**config.mk**
```make
export PLATFORM = sky130hd
export DESIGN_NAME = exe_task_dispatcher
export DESIGN_NICKNAME = d
export VERILOG_FILES = /design/src/rtl/exe_task_dispatcher.sv
export SDC_FILE = /design/constraint.sdc
export NUM_CORES = 1
export LEC_CHECK = 0
export BUFFER_PORTS_ARGS = -buffer_cell sky130_fd_sc_hd__buf_2
export CAP_MARGIN = 15
export CORE_MARGIN = 2
export CORE_UTILIZATION = 61
export CTS_CLUSTER_DIAMETER = 200
export DETAILED_ROUTE_END_ITERATION = 16
export PLACE_DENSITY = 0.84
export REMOVE_ABC_BUFFERS = 1
export SLEW_MARGIN = 30
export SYNTH_ARGS = -nofsm -noshare
export SYNTH_HDL_FRONTEND = slang
export SYNTH_SLANG_ARGS = --single-unit
```
**constraint.sdc**
```tcl
create_clock -name Clock -period 6 [get_ports Clock]
set_input_delay 0.6 -clock Clock [delete_from_list [all_inputs] [get_ports Clock]]
set_output_delay 0.6 -clock Clock [all_outputs]
set_load 0.02 [all_outputs]
```
**src/rtl/exe_task_dispatcher.sv**
```systemverilog
// Task dispatcher for the execution unit: FIFO of pending entry addresses, one task
// in flight (trigger -> wait for done or timeout), result record on a valid/ready port.
module exe_task_dispatcher #(
  parameter int ROM_ADDRESS_WIDTH = 16,
  parameter int FIFO_DEPTH        = 4,
  parameter int TIMEOUT_CYCLES    = 65535
) (
  input  logic                              Clock,
  input  logic                              Reset,
  input  logic                              iTaskValid,
  input  logic [ROM_ADDRESS_WIDTH-1:0]      iTaskAddress,
  output logic                              oTaskReady,
  output logic                              oExeTrigger,
  output logic [ROM_ADDRESS_WIDTH-1:0]      oExeInitialCodeAddress,
  input  logic                              iExeDone,
  input  logic                              iExeReturnCode,
  output logic                              oResultValid,
  output logic [ROM_ADDRESS_WIDTH-1:0]      oResultAddress,
  output logic                              oResultCode,
  output logic                              oResultTimeout,
  input  logic                              iResultReady,
  output logic                              oBusy,
  output logic [$clog2(FIFO_DEPTH+1)-1:0]   oPending
);

  localparam int PTR_W = $clog2(FIFO_DEPTH);
  localparam int CNT_W = $clog2(FIFO_DEPTH + 1);
  localparam int TMR_W = (TIMEOUT_CYCLES > 1) ? $clog2(TIMEOUT_CYCLES) : 1;
  localparam logic [TMR_W-1:0] TMR_LAST =
    (TIMEOUT_CYCLES > 0) ? TMR_W'(TIMEOUT_CYCLES - 1) : '0;
  localparam bit TIMEOUT_EN = (TIMEOUT_CYCLES != 0);

  typedef enum logic [1:0] {
    S_IDLE    = 2'd0,
    S_TRIGGER = 2'd1,
    S_WAIT    = 2'd2,
    S_REPORT  = 2'd3
  } state_t;

  logic [ROM_ADDRESS_WIDTH-1:0] fifo_mem [FIFO_DEPTH];

  state_t                       state_q, state_d;
  logic [PTR_W-1:0]             wr_ptr_q, wr_ptr_d;
  logic [PTR_W-1:0]             rd_ptr_q, rd_ptr_d;
  logic [CNT_W-1:0]             count_q, count_d;
  logic                         ready_q, ready_d;
  logic [ROM_ADDRESS_WIDTH-1:0] addr_q, addr_d;
  logic                         trigger_q, trigger_d;
  logic [TMR_W-1:0]             timer_q, timer_d;
  logic                         res_valid_q, res_valid_d;
  logic                         res_code_q, res_code_d;
  logic                         res_timeout_q, res_timeout_d;
  logic                         busy_q, busy_d;

  logic push;
  logic pop;

  // Pop looks only at the registered count, so a fresh push is never bypassed.
  assign push = iTaskValid & ready_q;
  assign pop  = (state_q == S_IDLE) && (count_q != '0);

  always_comb begin
    wr_ptr_d = wr_ptr_q;
    rd_ptr_d = rd_ptr_q;
    count_d  = count_q;
    if (push) begin
      wr_ptr_d = wr_ptr_q + 1'b1;
    end
    if (pop) begin
      rd_ptr_d = rd_ptr_q + 1'b1;
    end
    case ({push, pop})
      2'b10:   count_d = count_q + 1'b1;
      2'b01:   count_d = count_q - 1'b1;
      default: count_d = count_q;
    endcase
    ready_d = (count_d != CNT_W'(FIFO_DEPTH));
  end

  always_ff @(posedge Clock) begin
    if (push) begin
      fifo_mem[wr_ptr_q] <= iTaskAddress;
    end
  end

  always_comb begin
    state_d       = state_q;
    addr_d        = addr_q;
    timer_d       = timer_q;
    res_valid_d   = res_valid_q;
    res_code_d    = res_code_q;
    res_timeout_d = res_timeout_q;
    trigger_d     = 1'b0;
    case (state_q)
      S_IDLE: begin
        if (pop) begin
          addr_d    = fifo_mem[rd_ptr_q];
          trigger_d = 1'b1;
          state_d   = S_TRIGGER;
        end
      end
      S_TRIGGER: begin
        timer_d = '0;
        state_d = S_WAIT;
      end
      S_WAIT: begin
        // A done sampled in the same cycle as the timeout still wins.
        if (iExeDone) begin
          res_valid_d   = 1'b1;
          res_code_d    = iExeReturnCode;
          res_timeout_d = 1'b0;
          state_d       = S_REPORT;
        end else begin
          timer_d = timer_q + 1'b1;
          if (TIMEOUT_EN && (timer_q == TMR_LAST)) begin
            res_valid_d   = 1'b1;
            res_code_d    = 1'b0;
            res_timeout_d = 1'b1;
            state_d       = S_REPORT;
          end
        end
      end
      S_REPORT: begin
        if (iResultReady) begin
          res_valid_d = 1'b0;
          state_d     = S_IDLE;
        end
      end
      default: begin
        state_d = S_IDLE;
      end
    endcase
    busy_d = (state_d != S_IDLE);
  end

  always_ff @(posedge Clock or negedge Reset) begin
    if (!Reset) begin
      state_q       <= S_IDLE;
      wr_ptr_q      <= '0;
      rd_ptr_q      <= '0;
      count_q       <= '0;
      ready_q       <= 1'b0;
      addr_q        <= '0;
      trigger_q     <= 1'b0;
      timer_q       <= '0;
      res_valid_q   <= 1'b0;
      res_code_q    <= 1'b0;
      res_timeout_q <= 1'b0;
      busy_q        <= 1'b0;
    end else begin
      state_q       <= state_d;
      wr_ptr_q      <= wr_ptr_d;
      rd_ptr_q      <= rd_ptr_d;
      count_q       <= count_d;
      ready_q       <= ready_d;
      addr_q        <= addr_d;
      trigger_q     <= trigger_d;
      timer_q       <= timer_d;
      res_valid_q   <= res_valid_d;
      res_code_q    <= res_code_d;
      res_timeout_q <= res_timeout_d;
      busy_q        <= busy_d;
    end
  end

  assign oTaskReady             = ready_q;
  assign oExeTrigger            = trigger_q;
  assign oExeInitialCodeAddress = addr_q;
  assign oResultValid           = res_valid_q;
  assign oResultAddress         = addr_q;
  assign oResultCode            = res_code_q;
  assign oResultTimeout         = res_timeout_q;
  assign oBusy                  = busy_q;
  assign oPending               = count_q;

endmodule

```
==> impl_metrics.tcl, run 1 <==
set metrics [dict create \
    ys.flop_type "edfxtp_1" \
    die_w_um 90.29 \
    reg2reg_setup_slack_ns 3.46 \
    synth_edf_count 64 \
    ff_latch_area_sq_um 3099 \
    cp-start-kind "register" \
    hold_viol_final 0 \
    multi_input_area_sq_um 1244 \
    clock_path_buffers 2 \
    cts_tree "built" \
    grt.busiest_layer "met2" \
    path_delay_family "adder cells" \
    synth_top_area_share_pct 42.31 \
    powerDensity_nw_per_um2 489.8 \
    grt_remaining_overflow 0 \
    finalClockSkew_ns 0.007402 \
    critPathKind "register to register" \
    leakage_nw 1.982 \
    placedCellCount 416 \
    setup_tns_ns 0 \
    cts-buffers-inserted 9 \
    worst_pin_slew_ns 0.8861 \
    crit_fanout 19 \
    drt-wirelength-per-cell_um 16.99 \
    max_stage_delay_ns 0.48 \
    grt_use_total_pct 19.38 \
    avgSynthCellArea_sq_um 16.28 \
    gp_congestion 0.7845 \
    ys_async_sr_fraction_pct 42.34 \
    clock_latency_ns 0.36 \
    status "completed" \
    h-tree-depth 3 \
    reg2reg_depth 10 \
    yosysSeqAreaShare_pct 68.21 \
    row_count 31 \
    path_cells "nor2_1 -> nand2b_1 -> inv_2 -> ha_1 -> inv_1 -> fa_1 -> xor2_1 -> nor2_1 -> xor2_1 -> nand2_1" \
    timing.final.max_slew_violations 0 \
    num_antenna_cells 0 \
    ctsRootBufferMaster "clkbuf_8" \
    fmax_mhz 393.3 \
    grt_pass1_vias 2463 \
    ys_top_cells_by_count "64 x edfxtp_1, 47 x dfrtp_1, 17 x mux2_2" \
    setup_viol 0 \
    antenna_found_initial 0 \
    die_h_um 90.29 \
    num-fill-cells 492 \
    cts_num_sinks 111 \
    wl_um 7341 \
    met1_usage_pct 25.02 \
    min_period_over_period_pct 42.38 \
    drt_iter0_drc 225 \
    hold_buffers 0 \
    grt_max_degree 48 \
    synth_cell_types 39 \
    start_util_pct 62.96 \
    r2r-end "oTaskReady" \
    cts_setup_buffers 0 \
    arrival_ns 2.79 \
    yosysWarnings 0 \
    clkTransAtPathRegs_ns 0.10 \
    cp_data_required_time_ns 6.25 \
    nets 358 \
    syn_area_sq_um 4542 \
    hold_path_class "input pin to async pin" \
    drtAntennaViolNets 0 \
    synth_area_leaders "edfxtp_1 42%, dfrtp_1 26%, mux4_2 7.9%" \
    viasPerCell 5.681 \
    pin_count 63 \
    fin_crit_ns 2.543 \
    crit_cells 10 \
    synth-seq-cells 111 \
    slew_headroom_pct 40.93 \
    grt_pass1_wl_um 12030 \
    coreArea_sq_um 7214 \
    cp_num_buf_inv 2 \
    yosysMostFrequentCell "edfxtp_1" \
    via_count 2454 \
    ctsResizeCount 0 \
    yosysTopAreaCell "edfxtp_1" \
    dp_hpwl_um 4882 \
    gr-usage-met3_pct 3.088 \
    stdcell_count 432 \
    max-vdd-ir-drop_mv 0.3157 \
    drive_gt1_share_pct 35.14 \
    use_met2_pct 32.89 \
    die_area_sq_um 8152 \
    numPortBuffers 62 \
    area.growth.synth_to_final_pct 11.05 \
    syn_inst 279 \
    timing.rr.start "state_q[0]" \
    drc 0 \
    rsz0062_at_grt "false" \
    cp_slowest_cell "dfrtp_1" \
    drv_cap 0 \
    endpoint_kind "register" \
    drt_pass1_iterations 5 \
]
stage by stage:
| step | setup slack [ns] | power (mW) | hold WS [ns] | utilization, % | area [sq um] |
|---|---|---|---|---|---|
| 3_3_place_gp | 3.575 | 1.967 | 0.4765 | 66.72 | 4813 |
| 5_1_grt | 3.240 | 2.605 | 0.2785 | 69.91 | 5044 |
| 6_report | 3.457 | 2.470 | 0.2306 | 69.91 | 5044 |
| 3_5_place_dp | 3.494 | 2.010 | 0.4781 | 66.77 | 4817 |
| 4_1_cts | 3.445 | 2.497 | 0.2468 | 69.91 | 5044 |
| 2_1_floorplan | 3.740 | 1.720 | 0.3044 | - | 4379 |
kinds of logic (layout without fill, tap and decap cells):
logic type                 Yosys count  after routing  synth area share (%)
xor gates and xnor gates             8              8                 1.543
AOI/OAI and AO/OA                   29             29                 4.435
DFF                                111            111                 68.21
muxes                               36             36                 12.81
buffers and inverters               34             88                 4.408
and+or+nand+nor                     53             53                 6.226
adders and majority gates            8              8                 2.369
power by group:
group	switching, mW	internal [mW]
combinational	0.443	0.359
clock	0.248	0.242
sequential	0.167	1.01
total	0.858	1.61
cell usage in the layout, fill, tap and decap left out, drive strengths merged, types with 2 or more instances in the layout:
| master | n |
|---|---|
| and4 | 2 |
| buf | 62 |
| nand3 | 7 |
| o211ai | 5 |
| nor2 | 7 |
| o31ai | 5 |
| mux2 | 17 |
| xor2 | 4 |
| a21oi | 4 |
| inv | 14 |
| xnor2 | 4 |
| ha | 7 |
| o311ai | 2 |
| nand2 | 14 |
| mux2i | 3 |
| mux4 | 16 |
| nand4 | 6 |
| and3 | 6 |
| o21ai | 9 |
| clkbuf | 9 |
| nor3 | 3 |
| bufinv | 2 |
| dfrtp | 47 |
| edfxtp | 64 |
| nand2b | 2 |
routing by layer:
layer / vias up / part of all wire [%]
li1: 1140 / -
met1: 1226 / 42
met2: 82 / 52
met3: 6 / 5.4
met4: 0 / 1.3
met5: - / 0
worst register-to-register path, delay by kind of cell, from the launching register on:
kind          cells  cell delay (ns)
xor+xnor          2             0.34
buf+inv           2             0.41
flops             1             0.48
simple gates      4             0.54
fa+ha+maj         2             0.67
cell type report:
type | count | area share, %
Multi-Input combinational cell | 134 | 24.66
Tap cell | 99 | 2.456
Timing Repair Buffer | 62 | 6.202
Inverter | 10 | 0.7442
Clock buffer | 9 | 2.456
Clock inverter | 7 | 2.034
Sequential cell | 111 | 61.45
state kept, by name, indices dropped and copies added (netlist names):
register,flops
oTaskReady,1
oExeTrigger,1
timer_q,16
oResultCode,1
oResultTimeout,1
oBusy,1
oResultValid,1
state_q,2
oPending,3
rd_ptr_q,2
wr_ptr_q,2
fifo_mem,64
oExeInitialCodeAddress,16
worst max path at each step:
stage                            from          to  slack [ns]
after floorplan           oPending[0]  oTaskReady        3.74
after global placement     state_q[0]  oTaskReady        3.57
after detailed placement   state_q[0]  oTaskReady        3.49
after CTS                  state_q[0]  oTaskReady        3.45
after global routing       state_q[0]  oTaskReady        3.24
final                      state_q[0]  oTaskReady        3.46
Note: power is estimated with default switching activity, not from simulation.
==> run 2, diff against run 1 <==
CORE_UTILIZATION = 51   (was 61)
PLACE_DENSITY = 0.75   (was 0.84)
clock period = 2.05 ns   (was 6 ns; I/O delays follow)
==> impl_metrics.tcl, run 2 (synthesis results as in run 1) <==
set metrics [dict create \
    path_cells "buf_4 -> or3b_4 -> or4b_1 -> o211ai_2 -> o31ai_1" \
    stdcell_count 462 \
    hold_viol_final 0 \
    arrival_ns 2.21 \
    drv_cap 0 \
    clkTransAtPathRegs_ns 0.11 \
    worst_pin_slew_ns 0.6976 \
    placedCellCount 442 \
    cp_data_required_time_ns 2.31 \
    area.growth.synth_to_final_pct 14.79 \
    row_count 34 \
    setup_tns_ns 0 \
    clock_path_buffers 2 \
    grt_max_degree 29 \
    cts_tree "built" \
    start_util_pct 52.34 \
    hold_path_class "input pin to register" \
    die_area_sq_um 9677 \
    finalClockSkew_ns 0.01312 \
    hp-start "iTaskAddress[11]" \
    min_period_over_period_pct 95.54 \
    via_count 2519 \
    numPortBuffers 62 \
    grt_remaining_overflow 0 \
    cp-start-kind "register" \
    drtAntennaViolNets 0 \
    cp-startpoint "state_q[1]" \
    top_register "fifo_mem" \
    drc 0 \
    drive_gt1_share_pct 39.27 \
    grt_use_total_pct 16.45 \
    slew_headroom_pct 53.49 \
    viasPerCell 5.452 \
    die_h_um 98.37 \
    timing.final.max_slew_violations 0 \
    cts_num_sinks 111 \
    holdWs_ns 0.04358 \
    largest_register_ff_count 64 \
    endpoint_kind "register" \
    timing.rr.start "state_q[1]" \
    fin_crit_ns 1.959 \
    gp_congestion 0.8048 \
    clock_latency_ns 0.37 \
    layout_common_cells "64 x edfxtp_1, 62 x buf_2, 47 x dfrtp_1, 20 x buf_4, 17 x mux2_2" \
    coreArea_sq_um 8678 \
    setup_viol 0 \
    dp_hpwl_um 5123 \
    cts-buffers-inserted 9 \
    reg2reg_depth 5 \
    pin_count 63 \
    ctsRootBufferMaster "clkbuf_8" \
    powerDensity_nw_per_um2 1411 \
    die_w_um 98.37 \
    max-vdd-ir-drop_mv 0.6546 \
    h-tree-depth 3 \
    wl_um 7694 \
    status "completed" \
    final_common_cell "edfxtp_1" \
    r2r-end "timer_q[13]" \
    num_antenna_cells 0 \
    drt_iter0_drc 130 \
    nets 379 \
    grt_pass1_vias 2491 \
    grt_pass1_wl_um 12220 \
    crit_fanout 8 \
    antenna_found_initial 0 \
    crit_path_end "timer_q[13]" \
    reg2reg_setup_slack_ns 0.09 \
    cp_slowest_cell "or4b_1" \
    leakage_nw 2.076 \
    max_stage_delay_ns 0.61 \
    drt_pass1_iterations 4 \
    critPathKind "register to register" \
    drt-wirelength-per-cell_um 16.65 \
    fmax_mhz 510.6 \
]
## run 2: layer usage
metal / global-route usage, % / routed length [um] / up-vias
met1: 20.79 / 3180 / 1283
met4: 8.008 / 133 / 0
met5: 0 / 0 / -
li1: - / - / 1179
met2: 27.73 / 4071 / 47
met3: 2.792 / 309 / 10
## run 2: how the worst min path moves through the flow
stage	to	slack [ns]	cells after the start
after floorplan	oBusy	-0.09	0
after global placement	timer_q[12]	0.30	1
after detailed placement	oExeTrigger	0.30	1
after CTS	fifo_mem[2][11]	0.03	1
after global routing	fifo_mem[2][11]	0.02	1
final	fifo_mem[2][11]	0.04	1
## run 2: critical path: cells and delay by family (launching register included)
kind / cells / cell delay, ns
flops: 1 / 0.39
compound gates: 2 / 0.28
simple gates: 2 / 1.02
buf+inv: 1 / 0.15
## run 2: through the flow
stage                     util (%)  total power [mW]  area [sq um]  worst slack, ns
after global routing         60.08             7.792          5214        -0.001771
after CTS                    59.62             7.398          5174          0.03522
final                        60.08             7.359          5214          0.09138
after global placement       57.06             5.941          4952           0.1176
after detailed placement     57.06             6.040          4952          0.06840
after floorplan                  -             5.034          4379          -0.2098
## run 2: cell type report
cell class | count | area [sq um]
fillers | 684 | 3465
flip-flops and latches | 111 | 3098
multi-input cells | 134 | 1261
repair buffers | 83 | 470.5
well taps | 108 | 135.1
clock buffers | 9 | 123.9
clock inverters | 7 | 87.58
inverters | 10 | 37.54
## run 2: report_power, final
group          internal [mW]  switching [mW]
registers               2.96           0.282
clock network          0.594           0.769
logic                   1.23            1.53
## run 2: what timing repair did
item                       in CTS  in global routing
setup buffers                   0                  3
resized for setup               0                  5
hold buffers                    1                  0
hold endpoints to repair       26                  0
setup endpoints to repair       0                  2
==> run 3, diff against run 2 <==
CORE_UTILIZATION = 61   (was 51)
PLACE_DENSITY = 0.84   (was 0.75)
clock period = 2.5 ns   (was 2.05 ns; I/O delays follow)
==> impl_metrics.tcl, run 3 (synthesis results as in run 1) <==
set metrics [dict create \
    drt_iter0_drc 175 \
    ctsResizeCount 0 \
    cts-buffers-inserted 9 \
    finalClockSkew_ns 0.009405 \
    cp_num_buf_inv 2 \
    drtAntennaViolNets 0 \
    endpoint_kind "register" \
    start_util_pct 62.96 \
    layout_common_cells "64 x edfxtp_1, 62 x buf_2, 47 x dfrtp_1, 17 x mux2_2, 16 x mux4_2" \
    grt_max_degree 25 \
    cts_tree "built" \
    ctsRootBufferMaster "clkbuf_8" \
    leakage_nw 2.009 \
    timing.final.max_slew_violations 0 \
    min_period_over_period_pct 88.06 \
    setup_viol 0 \
    fmax_mhz 454.2 \
    clock_path_buffers 2 \
    wl_um 7654 \
    drt_pass1_iterations 4 \
    clock_latency_ns 0.37 \
    timing.rr.start "state_q[0]" \
    path_cells "nor2_1 -> nand2b_1 -> inv_2 -> ha_1 -> inv_1 -> fa_1 -> xor2_1 -> nor2_1 -> xor2_1 -> nand2_1" \
    hold_path_class "input pin to register" \
    top_register "fifo_mem" \
    cp_data_required_time_ns 2.75 \
    largest_register_ff_count 64 \
    reg2reg_depth 10 \
    drive_gt1_share_pct 36.05 \
    final_core_util_pct 70.41 \
    grt_pass1_wl_um 12650 \
    cp-start-kind "register" \
    fin_crit_ns 2.202 \
    h-tree-depth 3 \
    area.growth.synth_to_final_pct 11.85 \
    gp_congestion 0.7674 \
    grt_pass1_vias 2588 \
    path_delay_family "adder cells" \
    crit_fanout 10 \
    die_h_um 90.29 \
    pin_count 63 \
    grt_remaining_overflow 0 \
    r2r-end "oTaskReady" \
    nets 369 \
    powerDensity_nw_per_um2 1137 \
    row_count 31 \
    max-vdd-ir-drop_mv 0.7675 \
    crit_path_end "oTaskReady" \
    cts_num_sinks 111 \
    status "completed" \
    arrival_ns 2.45 \
    final_common_cell "edfxtp_1" \
    drc 0 \
    grt_use_total_pct 20.36 \
    numPortBuffers 62 \
    cp_slowest_cell "dfrtp_1" \
    drt-wirelength-per-cell_um 17.24 \
    worst_pin_slew_ns 0.5768 \
    clkTransAtPathRegs_ns 0.10 \
    viasPerCell 5.610 \
    num-fill-cells 486 \
    crit_cells 10 \
    die_w_um 90.29 \
    dp_hpwl_um 5289 \
    die_area_sq_um 8152 \
    drv_cap 0 \
    slew_headroom_pct 61.19 \
    critPathKind "register to register" \
    hold_viol_final 0 \
    coreArea_sq_um 7214 \
    setup_tns_ns 0 \
    via_count 2491 \
    reg2reg_setup_slack_ns 0.30 \
    max_stage_delay_ns 0.48 \
    antenna_found_initial 1 \
    cp-startpoint "state_q[0]" \
    rsz0062_at_grt "false" \
]
[run 3: changes by cell type in the layout (fill, tap and decap cells not counted), sizes merged]
cell,change
clkbuf,+2
bufinv,-1
inv,-1
clkinv,-1
diode,+1
clkinvlp,+1
buf,-10
[run 3: area by class of cell]
class	instances	area [sq um]	area share (%)
Clock inverter	5	37.54	0.7389
Tap cell	99	123.9	2.438
Sequential cell	111	3098	60.99
Timing Repair Buffer	73	395.4	7.783
Multi-Input combinational cell	134	1244	24.48
Inverter	10	37.54	0.7389
Clock buffer	11	141.4	2.783
Antenna cell	1	2.502	0.04926
[run 3: power by group]
group | total [mW] | switching [mW] | internal [mW]
sequential | 2.71 | 0.285 | 2.42
clock | 0.978 | 0.580 | 0.398
combinational | 2.09 | 1.18 | 0.914
total | 5.78 | 2.04 | 3.74
[run 3: routing by layer]
layer / part of all wire (%) / global-route usage, % / vias up
met5: 0 / 0 / -
met4: 1.8 / 8.205 / 0
met3: 3.8 / 4.508 / 11
met2: 52 / 34.96 / 61
met1: 42 / 25.41 / 1251
li1: - / - / 1168
[run 3: how the worst min path moves through the flow]
stage	slack, ns	endpoint	startpoint	cells after the start
2_1_floorplan	-0.05	oBusy	Reset	0
3_3_place_gp	0.12	oExeInitialCodeAddress[15]	Reset	1
3_5_place_dp	0.12	oExeInitialCodeAddress[15]	Reset	1
4_1_cts	0.08	fifo_mem[0][8]	iTaskAddress[8]	1
5_1_grt	0.08	fifo_mem[0][9]	iTaskAddress[9]	1
6_report	0.09	fifo_mem[1][9]	iTaskAddress[9]	1
[run 3: per-stage QoR]
| step | instances | power (mW) | hold WS, ns | instance area [sq um] | setup slack, ns |
|---|---|---|---|---|---|
| 6_report | 444 | 5.777 | 0.09155 | 5080 | 0.2985 |
| 5_1_grt | 444 | 6.101 | 0.08145 | 5080 | 0.1169 |
| 4_1_cts | 443 | 5.823 | 0.08472 | 5077 | 0.2778 |
| 3_5_place_dp | 426 | 4.862 | 0.1197 | 4888 | 0.3163 |
| 3_3_place_gp | 426 | 4.769 | 0.1225 | 4888 | 0.4556 |
| 2_1_floorplan | 255 | 4.128 | -0.04559 | 4379 | 0.2402 |
[run 3: timing repair]
action                     4_1_cts  5_1_grt
buffers inserted                 0        0
hold endpoints to repair         8        0
hold buffers                     1        0
setup endpoints to repair        0        0
